File: src/rtl/sseg_pkg.sv
`default_nettype none
// ============================================================================
// Module   : sseg_pkg
// Purpose  : Shared state encoding and default sizing for the serial
//            seven-segment display controller.
// Revision : 1.0
// ============================================================================
package sseg_pkg;

  typedef enum logic [1:0] {
    IDLE  = 2'd0,
    SHIFT = 2'd1,
    LATCH = 2'd2,
    DONE  = 2'd3
  } sseg_state_e;

  localparam int SSEG_DATA_W  = 64;
  localparam int SSEG_CLK_DIV = 2;

endpackage : sseg_pkg
`default_nettype wire

File: src/rtl/sseg_phase_cnt.sv
`default_nettype none
// ============================================================================
// Module   : sseg_phase_cnt
// Purpose  : Counts 0..CLK_DIV-1 and flags the last cycle of each half period.
// Revision : 1.0
// ============================================================================
module sseg_phase_cnt #(
  parameter int CLK_DIV = 2,
  parameter int CNT_W   = $clog2(CLK_DIV) + 1
) (
  input  logic clk,
  input  logic rst_n,
  input  logic i_restart,
  output logic o_tick
);

  localparam logic [CNT_W-1:0] c_TERM = CNT_W'(CLK_DIV - 1);

  logic [CNT_W-1:0] r_cnt;

  always_ff @(posedge clk or negedge rst_n) begin
    if (!rst_n) begin
      r_cnt <= '0;
    end else if (i_restart || (r_cnt == c_TERM)) begin
      r_cnt <= '0;
    end else begin
      r_cnt <= r_cnt + 1'b1;
    end
  end

  assign o_tick = (r_cnt == c_TERM);

endmodule : sseg_phase_cnt
`default_nettype wire

File: src/rtl/sseg_serial_ctrl.sv
`default_nettype none
// ============================================================================
// Module   : sseg_serial_ctrl
// Purpose  : Shifts a captured segment map into the daisy-chained display
//            shift registers and latches it, with one queued update.
// Revision : 1.0
// ============================================================================
module sseg_serial_ctrl
  import sseg_pkg::*;
#(
  parameter int DATA_W    = SSEG_DATA_W,
  parameter int CLK_DIV   = SSEG_CLK_DIV,
  parameter bit MSB_FIRST = 1'b1
) (
  input  logic              clk,
  input  logic              rst_n,
  input  logic [DATA_W-1:0] seg_data,
  input  logic              start,
  output logic              busy,
  output logic              done,
  output logic              sclk,
  output logic              sdata,
  output logic              slatch,
  output logic              sclr_n
);

  localparam int                 c_BIT_W    = $clog2(DATA_W);
  localparam logic [c_BIT_W-1:0] c_LAST_BIT = c_BIT_W'(DATA_W - 1);

  sseg_state_e        r_state;
  logic [DATA_W-1:0]  r_shift;
  logic [DATA_W-1:0]  r_pend_buf;
  logic               r_pending;
  logic [c_BIT_W-1:0] r_bit_cnt;
  logic               r_busy;
  logic               r_done;
  logic               r_sclk;
  logic               r_sdata;
  logic               r_slatch;
  logic               r_sclr_n;

  logic               w_restart;
  logic               w_tick;
  logic [DATA_W-1:0]  w_shift_nxt;
  logic [DATA_W-1:0]  w_reload;

  function automatic logic f_first_bit(input logic [DATA_W-1:0] d);
    return MSB_FIRST ? d[DATA_W-1] : d[0];
  endfunction

  // Phase counter sits at zero outside a frame so each bit starts aligned.
  assign w_restart   = (r_state == IDLE) || (r_state == DONE);
  assign w_shift_nxt = MSB_FIRST ? {r_shift[DATA_W-2:0], 1'b0}
                                 : {1'b0, r_shift[DATA_W-1:1]};
  // A start in the DONE cycle is newer than anything already queued.
  assign w_reload    = start ? seg_data : r_pend_buf;

  sseg_phase_cnt #(
    .CLK_DIV   (CLK_DIV)
  ) u_phase_cnt (
    .clk       (clk),
    .rst_n     (rst_n),
    .i_restart (w_restart),
    .o_tick    (w_tick)
  );

  always_ff @(posedge clk or negedge rst_n) begin
    if (!rst_n) begin
      r_state    <= IDLE;
      r_shift    <= '0;
      r_pend_buf <= '0;
      r_pending  <= 1'b0;
      r_bit_cnt  <= '0;
      r_busy     <= 1'b0;
      r_done     <= 1'b0;
      r_sclk     <= 1'b0;
      r_sdata    <= 1'b0;
      r_slatch   <= 1'b0;
      r_sclr_n   <= 1'b0;
    end else begin
      r_sclr_n <= 1'b1;
      r_done   <= 1'b0;

      if ((r_state != IDLE) && start) begin
        r_pending  <= 1'b1;
        r_pend_buf <= seg_data;
      end

      case (r_state)
        IDLE: begin
          if (start) begin
            r_shift   <= seg_data;
            r_sdata   <= f_first_bit(seg_data);
            r_bit_cnt <= '0;
            r_sclk    <= 1'b0;
            r_busy    <= 1'b1;
            r_state   <= SHIFT;
          end
        end

        SHIFT: begin
          if (w_tick) begin
            if (!r_sclk) begin
              r_sclk <= 1'b1;
            end else if (r_bit_cnt == c_LAST_BIT) begin
              r_sclk   <= 1'b0;
              r_slatch <= 1'b1;
              r_state  <= LATCH;
            end else begin
              // Data moves only on the sclk fall, centred on the next rise.
              r_sclk    <= 1'b0;
              r_bit_cnt <= r_bit_cnt + 1'b1;
              r_shift   <= w_shift_nxt;
              r_sdata   <= f_first_bit(w_shift_nxt);
            end
          end
        end

        LATCH: begin
          if (w_tick) begin
            r_slatch <= 1'b0;
            r_done   <= 1'b1;
            r_state  <= DONE;
          end
        end

        DONE: begin
          if (r_pending || start) begin
            r_shift   <= w_reload;
            r_sdata   <= f_first_bit(w_reload);
            r_pending <= 1'b0;
            r_bit_cnt <= '0;
            r_sclk    <= 1'b0;
            r_state   <= SHIFT;
          end else begin
            r_busy  <= 1'b0;
            r_state <= IDLE;
          end
        end

        default: r_state <= IDLE;
      endcase
    end
  end

  assign busy   = r_busy;
  assign done   = r_done;
  assign sclk   = r_sclk;
  assign sdata  = r_sdata;
  assign slatch = r_slatch;
  assign sclr_n = r_sclr_n;

endmodule : sseg_serial_ctrl
`default_nettype wire

File: config.mk
export PLATFORM = sky130hd
export DESIGN_NAME = sseg_serial_ctrl
export DESIGN_NICKNAME = d
export VERILOG_FILES = /design/src/rtl/sseg_pkg.sv /design/src/rtl/sseg_phase_cnt.sv /design/src/rtl/sseg_serial_ctrl.sv
export SDC_FILE = /design/constraint.sdc
export NUM_CORES = 1
export LEC_CHECK = 0
export CAP_MARGIN = 20
export CORE_MARGIN = 2
export CORE_UTILIZATION = 51
export CTS_BUF_LIST = sky130_fd_sc_hd__clkbuf_16
export CTS_CLUSTER_SIZE = 25
export DETAILED_ROUTE_END_ITERATION = 12
export HOLD_SLACK_MARGIN = 0.02
export PLACE_DENSITY = 0.73
export SYNTH_ARGS = -nofsm -noshare
export SYNTH_HDL_FRONTEND = slang
export SYNTH_HIERARCHICAL = 1
export SYNTH_SLANG_ARGS = --single-unit
File: constraint.sdc
create_clock -name clk -period 2.8 [get_ports clk]
set_input_delay 0.56 -clock clk [delete_from_list [all_inputs] [get_ports clk]]
set_output_delay 0.56 -clock clk [all_outputs]
set_load 0.01 [all_outputs]
Word-level counts from Yosys, hierarchy flattened
Cells that the tools add are included.
{"block": "classes", "n_reduce_logical": 14, "n_eq_ne": 13, "n_mux": 45, "n_addsub": 2}
{"op": "two-way mux 63 bit", "n": 5}
{"op": "one-hot mux 63 bit (3 select lines)", "n": 1}
{"op": "two-way mux 64 bit", "n": 1}
{"op": "two-way mux 6 bit", "n": 5}
{"op": "two-way mux 1 bit", "n": 21}
{"op": "one-hot mux 6 bit (3 select lines)", "n": 1}
{"op": "two-way mux 2 bit", "n": 6}
{"op": "!= test 2 bit, second input constant", "n": 5}
{"op": "AND reduction 5 bit", "n": 2}
{"op": "one-hot mux 2 bit (4 select lines)", "n": 1}
{"op": "adder 6 x 1 -> 6 bit, second input constant", "n": 1}
{"op": "equality test 6 bit, second input constant", "n": 1}
{"op": "!= test 2 x 1 -> 1 bit, second input constant", "n": 3}
{"op": "one-hot mux 1 bit (3 select lines)", "n": 2}
{"op": "AND reduction 6 bit", "n": 1}
{"op": "nonzero test 2 bit", "n": 3}
{"op": "equality test 2 x 1 -> 1 bit, second input constant", "n": 2}
{"op": "equality test 2 bit, second input constant", "n": 2}
{"op": "one-hot mux 1 bit (2 select lines)", "n": 2}
{"op": "AND reduction 4 bit", "n": 1}
{"op": "logical OR 1 bit", "n": 3}
{"op": "AND reduction 3 bit", "n": 1}
{"op": "nonzero test 3 bit", "n": 1}
{"op": "adder 2 x 1 -> 2 bit, second input constant", "n": 1}
{"op": "other kinds (2)", "n": 2}
{"block": "word_totals", "word_cells": 86, "reg_bits": 144, "output_inout_bits": 6}

Logic depth before layout (Yosys ltp)
Gate-level depths: netlist of the first run.
{"block": "depth", "word_depth": 5, "ltp_mapped": 8, "depth_no_buf": 6}

Cells and area by module
Netlist of the first run, hierarchy kept.
{"module": "sseg_serial_ctrl", "seq_area_each_um2": 3553.4, "area_per_inst_um2": 6805.3, "cells_per_inst": 550, "n_inst": 1}
{"module": "sseg_phase_cnt", "seq_area_each_um2": 50.0, "area_per_inst_um2": 76.3, "cells_per_inst": 6, "n_inst": 1}

Worst setup path before layout of the first run
OpenSTA, ideal clock, no wires.
{"block": "synth_path", "kind": "register -> register", "from": "register r_state[0]", "to": "register r_shift[28]", "setup_time_ps": 127, "slack_ps": 473, "path_stages_with_launch": 9, "t_required_ps": 2673, "n_path_buf": 3, "period_less_slack_ps": 2327, "t_arrival_ps": 2200, "cell_sequence": "dfrtp_1 ha_1 nor2b_1 buf_6 a2111oi_4 a21boi_1 buf_4 buf_6 mux2_1"}
{"block": "synth_between", "elab_chain_len": 3, "word_cells_on_any_way": 11, "classes_between": "eq/ne (7); mux (1); reduce/logical (3)"}
{"item": "start: declaration", "line_no": "sseg_serial_ctrl.sv:30", "text": "sseg_state_e r_state;"}
{"item": "start signal: assignment", "line_no": "sseg_serial_ctrl.sv:69", "text": "r_state <= IDLE;"}
{"item": "start signal: assignment", "line_no": "sseg_serial_ctrl.sv:97", "text": "r_state <= SHIFT;"}
{"item": "start signal: assignment", "line_no": "sseg_serial_ctrl.sv:108", "text": "r_state <= LATCH;"}
{"item": "equality test 2 x 1 -> 1 bit (tied with other cells)", "line_no": "sseg_serial_ctrl.sv:89", "text": "case (r_state)"}
{"item": "!= test 2 bit (no source line) (tied with other cells)"}
{"item": "AND reduction 6 bit (no source line)"}
{"item": "end signal: assignment", "line_no": "sseg_serial_ctrl.sv:92", "text": "r_shift <= seg_data;"}
{"item": "end signal: assignment", "line_no": "sseg_serial_ctrl.sv:113", "text": "r_shift <= w_shift_nxt;"}
{"item": "end signal: assignment", "line_no": "sseg_serial_ctrl.sv:129", "text": "r_shift <= w_reload;"}
{"item": "end: declaration", "line_no": "sseg_serial_ctrl.sv:31", "text": "logic [DATA_W-1:0] r_shift;"}
Parallel ways exist; a longest one is shown, timed or not.
A chain may end at the register's enable or synchronous reset.

Worst setup path after layout of the first run
{"block": "layout_path", "from": "register r_state[0]", "to": "register r_shift[20]"}
The elaborated chain is that of the path after synthesis.

==> results.txt, run 1 <==
Worst vdd ir = 0.5759 mV
WP data arrival = 2.86 ns
Slew Limit Fails = 0
Worst slack, placed = 0.2884 ns
XOR/XNOR share of the synthesized area = 0%
Pin count of the biggest net entering global routing = 66
Clock-pin slew on the worst setup and hold paths = 0.06 ns
Max Clock Freq = 395.3 MHz
Synth warn = 6
Final Instance Area = 0.008418 mm^2
Final WS setup = 0.2704 ns
Sw Ratio = 34.69%
Share of the synthesized area in the top cell type = 52.36%
Compound-Gate Fraction of Synth Area = 13.02%
Comb pwr share = 41.0%
Initial DRC Count = 480
Synth Cell Area = 0.006882 mm^2
Die Wd = 120.2 um
Layout area overhead = 22.33%
FP Rows = 42
Final WL = 14960 um
Run status = finished, final reports clean
Clock Skew = 0.008048 ns
GRT Util Overall = 22.22%
Synth area leader = dfrtp_1
# diodes = 0
Post-synthesis register bit count = 144
Die height = 120.2 um
Setup bufs post-CTS = 0
# DRC = 0
WS Path Type = reg -> reg
Worst setup EP type = flop
Clock sink count = 144
PwrDens = 1206 mW/mm^2
Layout Cells excl Fill = 808
Cells after Synth = 556
Skew-Pair Late Insertion Delay = 0.42 ns
Clock power share = 23.7%
Number of global-route vias before repair = 5016
H-tree depth = 4
Root buf cell = clkbuf_16
# IOs = 73
CTS tree = yes
Post-synth EDFFs = 0
Sequential area share after synthesis = 52.36%
Internal Power = 6.629 mW
Most used DFF post-synth = dfrtp_1
Total CTS buffers = 17
Initial antenna violation count = 0
Starting Density = 52.17%
Synth cell types = 36
DR vias/cell = 5.920
Setup TNS = 0 ns
CTS Buffer Depth = 2
Fillers = 1012
Core ar. = 0.01319 mm^2
Routed len/inst = 18.51 um
Req. time, crit path = 3.13 ns
Combinational family with the most area after synthesis = multiplexers
Post-Synth Adder-Cell Area = 1.273%
Final hold viol count = 0
Total number of vias = 4783
# hold bufs at CTS = 0
Synth Net Count = 630
Routed Antenna Nets = 0
Post-DP Area = 0.007792 mm^2
Synth top cells by count = 144 x dfrtp_1, 68 x mux2_2, 65 x mux2i_1, 44 x inv_1, 36 x o21ai_0
Placed instance count = 776
Simple-gate area share of the yosys netlist = 2.873%
Worst hold path type = in -> async
Share of cells above drive strength 1 = 18.83%
Drt pass-1 iters = 8
P_leak = 3.738 nW
Max_cap viols = 0
Syn avg cell area = 12.38 um^2
Ys async rst share = 100.0%
Detailed placement HPWL = 9195 um
Crit path max fanout = 35
Total gr overflow = 0
Psw = 3.521 mW
I/O Buffers = 72
Tcrit/Tclk final = 90.34%
Worst-margin pin slew = 0.9894 ns
Most frequent cell after synthesis = dfrtp_1
Proportion of synthesized area in mux cells = 24.84%
Unrepaired setup endpoints after global routing = false
First-pass GRT wire length = 25160 um
Routability Congestion = 0.8068
Final setup violation count = 0
CP startpoint kind = flop
Reg2reg path depth = 6
Synth top area cells = dfrtp_1 52%, mux2_2 11%, mux2i_1 9.5%, a222oi_1 4.9%, mux2_1 4.3%
Die area = 0.01444 mm^2
Post-CTS sizing = 0
Reg-to-reg slack, setup = 0.27 ns
Fin nets = 693
Relative slew margins = 33.89%
Sequential power share = 35.3%
Tot Pwr = 10.15 mW
Tmin final = 2.530 ns
registers in the layout, summed over array words and instances, names as in the netlist:
register and flops:
r_pend_buf 64, sdata 1, r_state 2, r_bit_cnt 6
r_pending 1, sclr_n 1, sclk 1, u_phase_cnt/r_cnt 2
slatch 1, busy 1, r_shift 63, done 1
layout make-up:
class,instances,area (um^2),area share (%)
multi-input cells,325,2937,34.88
clock inverters,15,200.2,2.378
inverters,44,165.2,1.962
clock buffers,17,425.4,5.054
well taps,176,220.2,2.616
flip-flops and latches,144,3603,42.81
repair buffers,87,867.1,10.30
power by group through the flow:
stage	clock [mW]	combinational [mW]	sequential, mW
after floorplan	0	3.26	3.44
after global placement	0	3.98	3.54
after detailed placement	0	4.15	3.59
after CTS	2.45	4.19	3.57
after global routing	2.55	4.58	3.68
final	2.41	4.16	3.58
metal layers:
| layer | wire (um) | GRT usage (%) |
|---|---|---|
| met1 | 6515 | 29.13 |
| met2 | 7577 | 35.76 |
| met3 | 623 | 6.084 |
| met4 | 242 | 7.500 |
| met5 | 0 | 0 |
worst max-delay path, cell delays in order (launching register included):
cell and delay [ns]:
dfrtp_1 0.42, ha_1 0.31, nor2b_4 0.17, buf_4 0.28, a21oi_4 0.80, a222oi_1 0.19
mux2i_1 0.24
layout by cell type, fill, tap and decap left out, drive strengths merged, types with 8 or more instances in the layout:
cell type	instances
nor2	8
a21oi	8
clkbuf	17
a222oi	34
mux2i	65
a22oi	29
dfrtp	144
mux2	94
clkdlybuf4s50	70
nand3	9
inv	46
o21ai	36
buf	17
logic make-up after synthesis:
family	after synthesis
and+or+nand+nor	38
other	1
DFF	144
buffers and inverters	87
adders and majority gates	7
AOI/OAI and AO/OA	120
muxes	159
metrics by stage:
| step | hold WS (ns) | util, % |
|---|---|---|
| global placement | 0.4291 | 59.08 |
| floorplan | 0.2644 | - |
| detailed placement | 0.4424 | 59.08 |
| finish | 0.1217 | 63.82 |
| CTS | 0.1422 | 63.82 |
| global route | 0.1649 | 63.82 |
worst paths after layout:
| path | from | to |
|---|---|---|
| hold reg to reg | u_phase_cnt/r_cnt[0]$_DFF_PN0_ | u_phase_cnt/r_cnt[0]$_DFF_PN0_ |
| setup reg to reg | r_state[0]$_DFFE_PN0P_ | r_shift[20]$_DFFE_PN0P_ |
| max in group asynchronous | rst_n | r_pend_buf[22]$_DFFE_PN0P_ |
| hold / removal | rst_n | sclk$_DFFE_PN0P_ |
| setup / recovery | r_state[0]$_DFFE_PN0P_ | r_shift[20]$_DFFE_PN0P_ |
| min in group clk | u_phase_cnt/r_cnt[0]$_DFF_PN0_ | u_phase_cnt/r_cnt[0]$_DFF_PN0_ |
No activity file was read; power rests on OpenSTA's default activity.
==> run 2, diff against run 1 <==
--- a/config.mk
+++ b/config.mk
@@ -7,12 +7,11 @@
 export LEC_CHECK = 0
 export CAP_MARGIN = 20
 export CORE_MARGIN = 2
-export CORE_UTILIZATION = 51
+export CORE_UTILIZATION = 35
 export CTS_BUF_LIST = sky130_fd_sc_hd__clkbuf_16
 export CTS_CLUSTER_SIZE = 25
 export DETAILED_ROUTE_END_ITERATION = 12
 export HOLD_SLACK_MARGIN = 0.02
-export PLACE_DENSITY = 0.73
 export SYNTH_ARGS = -nofsm -noshare
 export SYNTH_HDL_FRONTEND = slang
 export SYNTH_HIERARCHICAL = 1
==> run 2 against run 1 <==
Global-route usage decreased by 6.7 points; sequential share of layout area decreased by 0.21 points; first-iteration DRC count decreased by 24%; clock skew increased by 0.0024 ns; combinational power about the same; final cell count increased by 11%; hold slack improved by 0.011 ns; sequential power about the same; critical path depth increased by 2; register-to-register slack about the same.
==> results.txt, run 2 (synthesized netlist as in run 1, its figures left out) <==
Largest regs = r_pend_buf (64), r_shift (63), r_bit_cnt (6)
Fin Hold WS = 0.1327 ns (+0.01106 ns)
Routability Congestion = 0.8217 (+1.8%)
Worst-margin pin slew = 1.003 ns (+0.01399 ns)
Max_cap viols = 0 (unchanged)
CP startpoint kind = flop
FF/Latch Area = 0.003603 mm^2 (unchanged)
Req. time, crit path = 3.13 ns (about the same)
Worst path slowest cell = dfrtp_1
Unrepaired setup endpoints after global routing = false
Worst setup EP type = flop
# hold bufs at CTS = 0 (unchanged)
Final WS setup = 0.2768 ns (+0.006485 ns)
Critical-path cell list = inv_1 -> ha_1 -> nor2b_1 -> a2111oi_4 -> a21boi_4 -> buf_4 -> buf_4 -> mux2i_1
Fillers = 1836 (+81%)
Run status = finished, final reports clean
Die height = 144.2 um (+20%)
CTS tree = yes
Total gr overflow = 0 (unchanged)
Crit path max fanout = 14 (-60%)
Core ar. = 0.01940 mm^2 (+47%)
Total CTS buffers = 17 (unchanged)
Final hold viol count = 0 (unchanged)
Initial DRC Count = 364 (-24%)
Post-CTS sizing = 0 (unchanged)
Total number of vias = 4722 (-1.3%)
Share of cells above drive strength 1 = 18.80% (-0.030 points)
# IOs = 73 (unchanged)
Clock sink count = 144 (unchanged)
Worst vdd ir = 0.7653 mV (+33%)
Routed len/inst = 17.14 um (-7.4%)
Footprint of the multi-input gates = 0.002937 mm^2 (unchanged)
Largest Register = r_pend_buf
Detailed placement HPWL = 9429 um (+2.5%)
Tot Pwr = 9.858 mW (-2.9%)
Die Wd = 144.2 um (+20%)
Tmin final = 2.523 ns (-0.006485 ns)
Tcrit/Tclk final = 90.11% (-0.23 points)
Final setup violation count = 0 (unchanged)
Drt pass-1 iters = 8 (unchanged)
Clock Skew = 0.01044 ns (+0.002396 ns)
# DRC = 0 (unchanged)
CP dominant cell by count = buf_4
WS Path Type = reg -> reg
Max Clock Freq = 396.3 MHz (+0.26%)
Placed instance count = 866 (+12%)
Commonest non-fill, non-tap cell in the layout = dfrtp_1
DR vias/cell = 5.247 (-11%)
Layout Cells excl Fill = 900 (+11%)
H-tree depth = 4 (unchanged)
Root buf cell = clkbuf_16
Starting Density = 35.47% (-17 points)
Slowest Stage Delay on Critical Path = 0.43 ns (-0.37 ns)
Largest delay share family, worst path = buffers and inverters
Clock-pin slew on the worst setup and hold paths = 0.06 ns (about the same)
Commonest non-fill, non-tap cells in the layout = 144 x dfrtp_1, 70 x clkdlybuf4s50_1, 68 x mux2_2
WP data arrival = 2.85 ns (about the same)
Setup bufs post-CTS = 0 (unchanged)
Reg-to-reg slack, setup = 0.28 ns (about the same)
CTS Buffer Depth = 2 (unchanged)
GRT Util Overall = 15.52% (-6.7 points)
Layout area overhead = 22.93%
Die area = 0.02080 mm^2 (+44%)
Fin nets = 694 (+0.14%)
Number of flip-flops in the largest register = 64 (unchanged)
Number of global-route vias before repair = 4958 (-1.2%)
P_leak = 3.706 nW (-0.87%)
PwrDens = 1165 mW/mm^2 (-3.4%)
Final WL = 15430 um (+3.1%)
Skew-Pair Late Insertion Delay = 0.41 ns (about the same)
Slew Limit Fails = 0 (unchanged)
Worst slack, placed = 0.2782 ns (-0.01020 ns)
Worst hold path type = in -> async
I/O Buffers = 72 (unchanged)
Setup TNS = 0 ns (unchanged)
Pin count of the biggest net entering global routing = 68 (+3.0%)
Reg2Reg Launch Point = r_state[0]$_DFFE_PN0P_
FP Rows = 51 (+21%)
Relative slew margins = 32.96% (-0.94 points)
First-pass GRT wire length = 25270 um (+0.44%)
Worst Setup SP = r_state[0]$_DFFE_PN0P_
Routed Antenna Nets = 0 (unchanged)
Initial antenna violation count = 2 (+2)
Buffers & Inverters on Critical Path = 3 (+2)
-- run 2: path summary, 6_finish.rpt --
kind,end,cells past startpoint
min,r_pend_buf[34]$_DFFE_PN0P_,1
max reg2reg,r_shift[57]$_DFFE_PN0P_,8
max in group asynchronous,r_pend_buf[8]$_DFFE_PN0P_,2
max,r_shift[57]$_DFFE_PN0P_,8
min reg2reg,u_phase_cnt/r_cnt[0]$_DFF_PN0_,1
min in group clk,u_phase_cnt/r_cnt[0]$_DFF_PN0_,1
-- run 2: per-layer routing --
layer  track usage, %  part of all wire (%)
met1            20.19                    46
met2            25.06                    47
met3            4.801                   5.5
met4            4.497                   1.2
met5                0                     0
-- run 2: cell type report --
class	instances	area share (%)
Multi-Input combinational cell	325	34.71
Tap cell	265	3.920
Clock inverter	15	1.538
Antenna cell	2	0.05916
Timing Repair Buffer	88	10.19
Clock buffer	17	5.029
Sequential cell	144	42.60
Inverter	44	1.952
-- run 2: per-stage QoR --
| step | cell area, um^2 | utilization (%) |
|---|---|---|
| floorplan | 6882 | - |
| global placement | 7899 | 40.72 |
| detailed placement | 7899 | 40.72 |
| CTS | 8454 | 43.58 |
| global route | 8454 | 43.58 |
| finish | 8459 | 43.61 |
-- run 2: report_power, final --
group	leakage (nW)	total, mW	internal, mW	switching, mW
combinational	1.71	4.15	2.00	2.15
clock	0.279	2.15	1.29	0.860
sequential	1.72	3.56	3.06	0.501
